## config.mk

```make
export PLATFORM = sky130hd
export DESIGN_NAME = sba_gpio
export DESIGN_NICKNAME = d
export VERILOG_FILES = /design/src/rtl/sba_gpio.sv
export SDC_FILE = /design/constraint.sdc
export NUM_CORES = 1
export LEC_CHECK = 0
export CORE_MARGIN = 4
export CORE_UTILIZATION = 35
export CTS_CLUSTER_DIAMETER = 30
export CTS_CLUSTER_SIZE = 16
export DETAILED_ROUTE_END_ITERATION = 7
export GPL_TIMING_DRIVEN = 0
export PLACE_DENSITY = 0.66
export SLEW_MARGIN = 20
export SYNTH_ARGS = -nofsm -noshare
export SYNTH_HDL_FRONTEND = slang
export SYNTH_SLANG_ARGS = --single-unit
```

## constraint.sdc

```tcl
create_clock -name i_clk -period 2.3 [get_ports i_clk]
set_clock_uncertainty 0.2 [all_clocks]
set_input_delay 0.345 -clock i_clk [delete_from_list [all_inputs] [get_ports i_clk]]
set_output_delay 0.345 -clock i_clk [all_outputs]
set_load 0.005 [all_outputs]
```

## src/rtl/sba_gpio.sv

```systemverilog
// SBA GPIO slave: LED register, synchronised/debounced buttons, edge-pending flags, level IRQ.
// Define GPIO_FALL_EDGE_EN to add falling-edge pending/enable bits [N_BUT+15:16].
module sba_gpio #(
    parameter int unsigned N_BUT      = 2,
    parameter int unsigned N_LED      = 2,
    parameter int unsigned DEB_CYCLES = 50000
) (
    input  logic             i_clk,
    input  logic             i_rst,
    input  logic             i_stb,
    input  logic [3:0]       i_we,
    input  logic [3:0]       i_addr,
    input  logic [31:0]      i_dat_w,
    output logic [31:0]      o_dat_r,
    output logic             o_ack,
    input  logic [N_BUT-1:0] i_but,
    output logic [N_LED-1:0] o_led,
    output logic             o_int
);

    localparam int unsigned CW = $clog2(DEB_CYCLES + 1);

    typedef enum logic [1:0] {
        RegLed  = 2'd0,
        RegBut  = 2'd1,
        RegPend = 2'd2,
        RegIe   = 2'd3
    } reg_e;

    reg_e        sel;
    logic        ack_q, ack_d;
    logic        done_q, done_d;
    logic        acc, wr_en;
    logic [31:0] dat_r_q, dat_r_d, rd_word;
    logic        int_q, int_d;

    logic [N_LED-1:0] led_q, led_d;
    logic [N_BUT-1:0] ie_rise_q, ie_rise_d;
    logic [N_BUT-1:0] pend_rise_q, pend_rise_d;
    logic [N_BUT-1:0] pend_fall, ie_fall;

    logic [N_BUT-1:0] sync1_q, sync2_q;
    logic [N_BUT-1:0] deb_q, deb_d;
    logic [N_BUT-1:0] rise, fall;
    logic [CW-1:0]    cnt_q [N_BUT];
    logic [CW-1:0]    cnt_d [N_BUT];

    // done_q blocks re-acceptance while the same strobe is still held after its ack.
    assign acc    = i_stb & ~ack_q & ~done_q;
    assign wr_en  = acc & (|i_we);
    assign sel    = reg_e'(i_addr[3:2]);
    assign ack_d  = acc;
    assign done_d = (ack_q | done_q) & i_stb;

    always_comb begin
        deb_d = deb_q;
        rise  = '0;
        fall  = '0;
        for (int i = 0; i < int'(N_BUT); i++) begin
            cnt_d[i] = '0;
            if (sync2_q[i] != deb_q[i]) begin
                if (cnt_q[i] == CW'(DEB_CYCLES - 1)) begin
                    deb_d[i] = sync2_q[i];
                    rise[i]  = sync2_q[i];
                    fall[i]  = ~sync2_q[i];
                end else begin
                    cnt_d[i] = cnt_q[i] + CW'(1);
                end
            end
        end
    end

    always_comb begin
        led_d       = led_q;
        ie_rise_d   = ie_rise_q;
        pend_rise_d = pend_rise_q;
        if (wr_en && i_we[0]) begin
            unique case (sel)
                RegLed:  led_d       = i_dat_w[N_LED-1:0];
                RegPend: pend_rise_d = pend_rise_q & ~i_dat_w[N_BUT-1:0];
                RegIe:   ie_rise_d   = i_dat_w[N_BUT-1:0];
                default: ;
            endcase
        end
        // A new edge overrides a simultaneous clear.
        pend_rise_d = pend_rise_d | rise;
    end

    always_comb begin
        rd_word = '0;
        unique case (sel)
            RegLed:  rd_word[N_LED-1:0] = led_q;
            RegBut:  rd_word[N_BUT-1:0] = deb_q;
            RegPend: begin
                rd_word[N_BUT-1:0]  = pend_rise_q;
                rd_word[16 +: N_BUT] = pend_fall;
            end
            RegIe: begin
                rd_word[N_BUT-1:0]  = ie_rise_q;
                rd_word[16 +: N_BUT] = ie_fall;
            end
            default: ;
        endcase
    end

    assign dat_r_d = acc ? rd_word : dat_r_q;
    assign int_d   = |({pend_fall, pend_rise_q} & {ie_fall, ie_rise_q});

    always_ff @(posedge i_clk or negedge i_rst) begin
        if (!i_rst) begin
            ack_q       <= 1'b0;
            done_q      <= 1'b0;
            dat_r_q     <= '0;
            int_q       <= 1'b0;
            led_q       <= '0;
            ie_rise_q   <= '0;
            pend_rise_q <= '0;
            sync1_q     <= '0;
            sync2_q     <= '0;
            deb_q       <= '0;
            for (int i = 0; i < int'(N_BUT); i++) cnt_q[i] <= '0;
        end else begin
            ack_q       <= ack_d;
            done_q      <= done_d;
            dat_r_q     <= dat_r_d;
            int_q       <= int_d;
            led_q       <= led_d;
            ie_rise_q   <= ie_rise_d;
            pend_rise_q <= pend_rise_d;
            sync1_q     <= i_but;
            sync2_q     <= sync1_q;
            deb_q       <= deb_d;
            for (int i = 0; i < int'(N_BUT); i++) cnt_q[i] <= cnt_d[i];
        end
    end

`ifdef GPIO_FALL_EDGE_EN
    logic [N_BUT-1:0] pend_fall_q, pend_fall_d;
    logic [N_BUT-1:0] ie_fall_q, ie_fall_d;

    always_comb begin
        pend_fall_d = pend_fall_q;
        ie_fall_d   = ie_fall_q;
        if (wr_en && i_we[2]) begin
            if (sel == RegPend) pend_fall_d = pend_fall_q & ~i_dat_w[16 +: N_BUT];
            if (sel == RegIe)   ie_fall_d   = i_dat_w[16 +: N_BUT];
        end
        pend_fall_d = pend_fall_d | fall;
    end

    always_ff @(posedge i_clk or negedge i_rst) begin
        if (!i_rst) begin
            pend_fall_q <= '0;
            ie_fall_q   <= '0;
        end else begin
            pend_fall_q <= pend_fall_d;
            ie_fall_q   <= ie_fall_d;
        end
    end

    assign pend_fall = pend_fall_q;
    assign ie_fall   = ie_fall_q;
`else
    assign pend_fall = '0;
    assign ie_fall   = '0;

    logic unused_fall;
    assign unused_fall = ^fall;
`endif

    logic unused_in;
    assign unused_in = ^{i_addr[1:0], i_we, i_dat_w};

    assign o_dat_r = dat_r_q;
    assign o_ack   = ack_q;
    assign o_led   = led_q;
    assign o_int   = int_q;

endmodule
```

==> results of run 1 <==
how the worst max path moves through the flow:
stage / from / to / cells after the start
6_report: i_stb / ie_rise_q[0] / 5
5_1_grt: i_stb / ie_rise_q[0] / 5
4_1_cts: i_stb / ie_rise_q[0] / 5
3_5_place_dp: i_stb / ie_rise_q[0] / 5
3_3_place_gp: i_rst / cnt_q[8] / 1
2_1_floorplan: cnt_q[26] / deb_q[0] / 3
Yosys cell counts:
cell	instances	area [µm²]
dfrtp_1	49	1230
buf_4	30	225
buf_6	1	11.3
xnor2_1	24	210
nor4b_1	1	8.76
a32o_1	1	10.0
o31ai_1	1	7.51
o21ai_0	2	10.0
o21a_1	1	7.51
nand3_1	14	70.1
xor2_1	6	52.6
or3_1	1	6.26
inv_1	10	37.5
a22o_1	1	8.76
o41ai_4	1	27.5
nand2_1	8	30.0
buf_2	1	5.00
and3_1	2	12.5
ha_1	2	25.0
nand3b_1	1	7.51
conb_1	1	3.75
mux4_2	2	45.0
nand2b_1	1	6.26
nor3_1	8	40.0
nor2_1	38	143
nor4bb_1	2	20.0
nand4_1	8	50.1
nor3b_1	1	7.51
mux2_2	7	78.8
nor4b_2	1	15.0
nor4_1	9	56.3
stage by stage:
step	area [µm²]	hold WS, ns
floorplan	2570	-0.151
global placement	2840	0.138
detailed placement	2860	0.139
CTS	2970	0.161
global route	2970	0.187
finish	2970	0.159
registers in the layout, indices dropped and copies added (netlist names):
register,count
sync1_q,2
sync2_q,2
o_dat_r,2
o_int,1
ie_rise_q,2
deb_q,2
o_led,2
o_ack,1
done_q,1
pend_rise_q,2
cnt_q,32
routing by layer:
| layer | share of wire [%] | GRT usage, % |
|---|---|---|
| met1 | 48 | 13.4 |
| met2 | 45 | 16.5 |
| met3 | 5.9 | 3.04 |
| met4 | 1.5 | 3.34 |
| met5 | 0 | 0 |
power by group:
part	internal (mW)	total (mW)	switching [mW]
logic	0.148	0.239	0.0904
clock network	0.316	0.586	0.269
registers	0.917	0.956	0.0385
total	1.38	1.78	0.398
final cells by class:
type / count / area [µm²]
Buffer: 32 / 241
Clock buffer: 5 / 68.8
Clock inverter: 2 / 35.0
Fill cell: 676 / 3860
Inverter: 10 / 37.5
Multi-Input combinational cell: 173 / 1070
Sequential cell: 49 / 1230
Tap cell: 96 / 120
Timing Repair Buffer: 17 / 175
timing repair:
action | CTS | global route
gates resized for setup | 0 | 0
hold buffers | 1 | 0
hold endpoints to repair | 22 | 0
kinds of logic after synthesis:
kind of cell / Yosys count / share of synthesized area, %
and+or+nand+nor: 95 / 19.2
DFF: 49 / 49.7
buffers and inverters: 42 / 11.3
xor gates and xnor gates: 30 / 10.7
muxes: 9 / 5.03
AOI/OAI and AO/OA: 7 / 2.89
adders and majority gates: 2 / 1.02
other: 1 / 0.152
==> results.toml, run 1 <==
[outcome]
outcome = "finished clean"

[clock_tree]
post-cts-setup-buffers = 0
clk_latency_ns = 0.30
cts_tree = "yes"
clock-root-buffer = "clkbuf_8"
path_clk_slew_ns = 0.08
cts_num_sinks = 49
cts_buffer_depth = 2
htree_num_levels = 2
numCtsBuffers = 5

[sta]
fmax_ghz = 0.470
fin_crit_sh_pct = 92.4
finalSetupViolations = 0
fin_setup_tns_ns = 0
tightest_slew_ns = 0.608
maxSlewHeadroom_pct = 59.4
finalWorstSetupSlack_ns = 0.174
fin_crit_ns = 2.13
rsz0062_at_grt = "no"
drv_slew = 0
hold_viol = 0

[worst_setup_path]
r2r-start = "cnt_q[28]"
r2r_slack_ns = 0.26
crit_family = "simple AND/OR/NAND/NOR gates"
cp_slowest_cell = "nor3b_1"
cp.arrival_ns = 2.11
crit_required_ns = 2.28
path_cells = "clkdlybuf4s50_1 -> nor3b_1 -> nand3_1 -> nor2_1 -> mux2_2"
cpPeakStageDelay_ns = 0.52
cp_num_buf_inv = 1
end_kind = "register"
crit_type = "input port to register"
cp_max_fo = 5
r2r_end = "cnt_q[28]"
reg2reg_depth = 5
cp-start-kind = "input port"

[place]
dp_worst_setup_slack_ns = -0.169
io_buffers = 15
gp_congestion = 0.818
numPlacedInstances = 376
hpwl_um = 3150

[die]
io_pins = 81
dieWidth_um = 91.9
core_um2 = 6830
dieArea_um2 = 8450
initial_core_util_pct = 36.1
die_height_um = 91.9
rows = 30

[worst_hold_path]
whs_path_depth = 0
hold_path.class = "register to register"
hold_end = "sync2_q[1]"
hp-start = "sync1_q[1]"

[routing]
vias = 1650
post_drt_via_cell_ratio = 4.30
detail_route.wl_per_cell_um = 10.8
firstDrtPassIters = 4
drt_iter0_markers = 80
drt-total-wl_um = 4130
post-route-drc-count = 0
postRouteAntennaNets = 0

[global_route]
grt_max_degree = 28
grt_pass1_vias = 1594
overflow = 0
antenna_found_initial = 0
track_usage_pct = 10.3
grt_pass1_wl_um = 7170

[final_layout]
postLayoutCoreUtil_pct = 43.5
antennaDiodeCount = 0
final_common_cell = "dfrtp_1"
syn_to_final_growth_pct = 20.6
drive_above_1_share_pct = 18.1
layout.cells.non_filler = 384
final_cell_mix = "dfrtp_1 (49), nor2_1 (38), buf_4 (30), conb_1 (30), xnor2_1 (24)"
final_nets = 335

[yosys]
syn_inst = 235
ys_warn_count = 0
yosys_register_bits = 49
yosysSeqAreaShare_pct = 49.7
syn_area_um2 = 2460
avgSynthCellArea_um2 = 10.5
ys_types = 31

[pwr]
leakage_nw = 1.32
ir_worst_vdd_uv = 209
powerDensity_nw_per_um2 = 599
fin_total_pwr_mw = 1.78

[run]
max_cap_violations = 0
No activity file was read; power rests on OpenSTA's default activity.
==> run 2: changes to the inputs <==
--- a/config.mk
+++ b/config.mk
@@ -6,4 +6,6 @@
 export NUM_CORES = 1
 export LEC_CHECK = 0
+export CELL_PAD_IN_SITES_DETAIL_PLACEMENT = 0
+export CELL_PAD_IN_SITES_GLOBAL_PLACEMENT = 1
 export CORE_MARGIN = 4
 export CORE_UTILIZATION = 35
@@ -12,5 +14,5 @@
 export DETAILED_ROUTE_END_ITERATION = 7
 export GPL_TIMING_DRIVEN = 0
-export PLACE_DENSITY = 0.66
+export PLACE_DENSITY = 0.82
 export SLEW_MARGIN = 20
 export SYNTH_ARGS = -nofsm -noshare
==> constraint.sdc (replaced) <==
create_clock -name i_clk -period 2.3 [get_ports i_clk]
set_clock_uncertainty 0.2 [all_clocks]
set_input_delay 0.46 -clock i_clk [delete_from_list [all_inputs] [get_ports i_clk]]
set_output_delay 0.46 -clock i_clk [all_outputs]
set_load 0.005 [all_outputs]
==> results.toml, run 2 (same netlist as run 1, synthesis figures left out) <==
[outcome]
outcome = "finished clean"

[clock_tree]
post-cts-setup-buffers = 0
path_clk_slew_ns = 0.09
cts_buffer_depth = 2
clk_latency_ns = 0.30
clock-root-buffer = "clkbuf_8"
numCtsBuffers = 5
htree_num_levels = 2
cts_num_sinks = 49
cts_tree = "yes"

[sta]
drv_slew = 0
fin_crit_sh_pct = 87.3
finalWorstSetupSlack_ns = 0.291
finalSetupViolations = 0
rsz0062_at_grt = "no"
fin_setup_tns_ns = 0
maxSlewHeadroom_pct = 60.8
fin_crit_ns = 2.01
tightest_slew_ns = 0.587
hold_viol = 0
fmax_ghz = 0.498

[final_layout]
final_nets = 335
layout.cells.non_filler = 385
final_common_cell = "dfrtp_1"
syn_to_final_growth_pct = 21.4
final_cell_mix = "dfrtp_1 (49), nor2_1 (38), buf_4 (30), conb_1 (30), xnor2_1 (24)"
top_register = "cnt_q"
largest_register_ffs = 32
drive_above_1_share_pct = 18.3
antennaDiodeCount = 0
nFillCells = 679

[global_route]
grt_max_degree = 26
antenna_found_initial = 0
grt_pass1_wl_um = 7220
overflow = 0
track_usage_pct = 10.3
grt_pass1_vias = 1584

[die]
io_pins = 81
rows = 30
core_um2 = 6830
initial_core_util_pct = 36.1
dieWidth_um = 91.9
die_height_um = 91.9
dieArea_um2 = 8450

[place]
numPlacedInstances = 376
dp_worst_setup_slack_ns = -0.321
io_buffers = 15
hpwl_um = 3120
gp_congestion = 0.779

[worst_setup_path]
crit_required_ns = 2.29
end_kind = "register"
crit_type = "register to register"
cp.arrival_ns = 2.00
cp-start-kind = "register"
cp_max_fo = 10

[pwr]
seqPwrFrac_pct = 52.8
leakage_nw = 1.32
p_int_mw = 1.39
ir_worst_vdd_uv = 232
p_sw_uw = 411
switching_share_pct = 22.8
pwr-share-comb_pct = 13.3
clkPwrFrac_pct = 33.9
powerDensity_nw_per_um2 = 603
fin_total_pwr_mw = 1.81

[routing]
drt_iter0_markers = 87
vias = 1644
post-route-drc-count = 0
firstDrtPassIters = 4
post_drt_via_cell_ratio = 4.27
drt-total-wl_um = 4130
postRouteAntennaNets = 0
detail_route.wl_per_cell_um = 10.7

[worst_hold_path]
hold_path.class = "register to register"

[run]
max_cap_violations = 0
-- run 2: cell count changes in the layout (fill, tap and decap cells not counted), sizes merged --
cell	before	now
clkbuf	5	6
-- run 2: what timing repair did --
item,4_1_cts,5_1_grt
endpoints found under the hold margin,24,0
setup endpoints to repair,0,2
hold buffers,1,0
resized for setup,0,1
-- run 2: worst paths after layout --
check	from	to	slack (ns)	cells past startpoint
worst min register to register	sync1_q[1]	sync2_q[1]	0.16	0
worst max register to register	cnt_q[26]	cnt_q[29]	0.29	4
worst min-delay path	sync1_q[1]	sync2_q[1]	0.16	0
max in group asynchronous	i_rst	cnt_q[13]	0.88	3
min in group asynchronous	i_rst	o_int	0.50	2
worst max-delay path	cnt_q[26]	cnt_q[29]	0.29	4
-- run 2: through the flow --
stage	util, %	cell area [µm²]	hold WS [ns]
finish	43.8	2990	0.155
global route	43.8	2990	0.161
CTS	43.7	2990	0.158
detailed placement	42.0	2870	0.137
global placement	41.6	2840	0.136
floorplan	-	2570	-0.0356
-- run 2: final cells by class --
class | count | area [µm²] | share of cell area (%)
sequential | 49 | 1230 | 41.0
multi-input combinational | 173 | 1070 | 35.9
clock buffer | 6 | 72.6 | 2.42
clock inverter | 2 | 38.8 | 1.30
timing repair buffer | 17 | 183 | 6.10
inverter | 10 | 37.5 | 1.25
tap | 96 | 120 | 4.01
buffer | 32 | 241 | 8.07
-- run 2: power by group through the flow --
stage	combinational, mW	sequential [mW]	clock [mW]
2_1_floorplan	0.127	0.968	0
3_3_place_gp	0.231	0.969	0
3_5_place_dp	0.240	0.971	0
4_1_cts	0.242	0.954	0.634
5_1_grt	0.270	0.965	0.661
6_report	0.240	0.954	0.611
-- run 2: critical path, stage by stage (launching register included) --
cell and delay (ns):
dfrtp_1 0.43, or3_1 0.45, o41ai_4 0.57, buf_6 0.21, nor2_1 0.05
-- run 2: layer usage --
metal  global-route usage, %  wire, µm  vias to the layer above
li1                        -         -                      838
met3                    2.71       186                        4
met1                    14.4      2090                      761
met2                    15.8      1800                       41
met4                    2.97        45                        0
met5                       0         0                        -
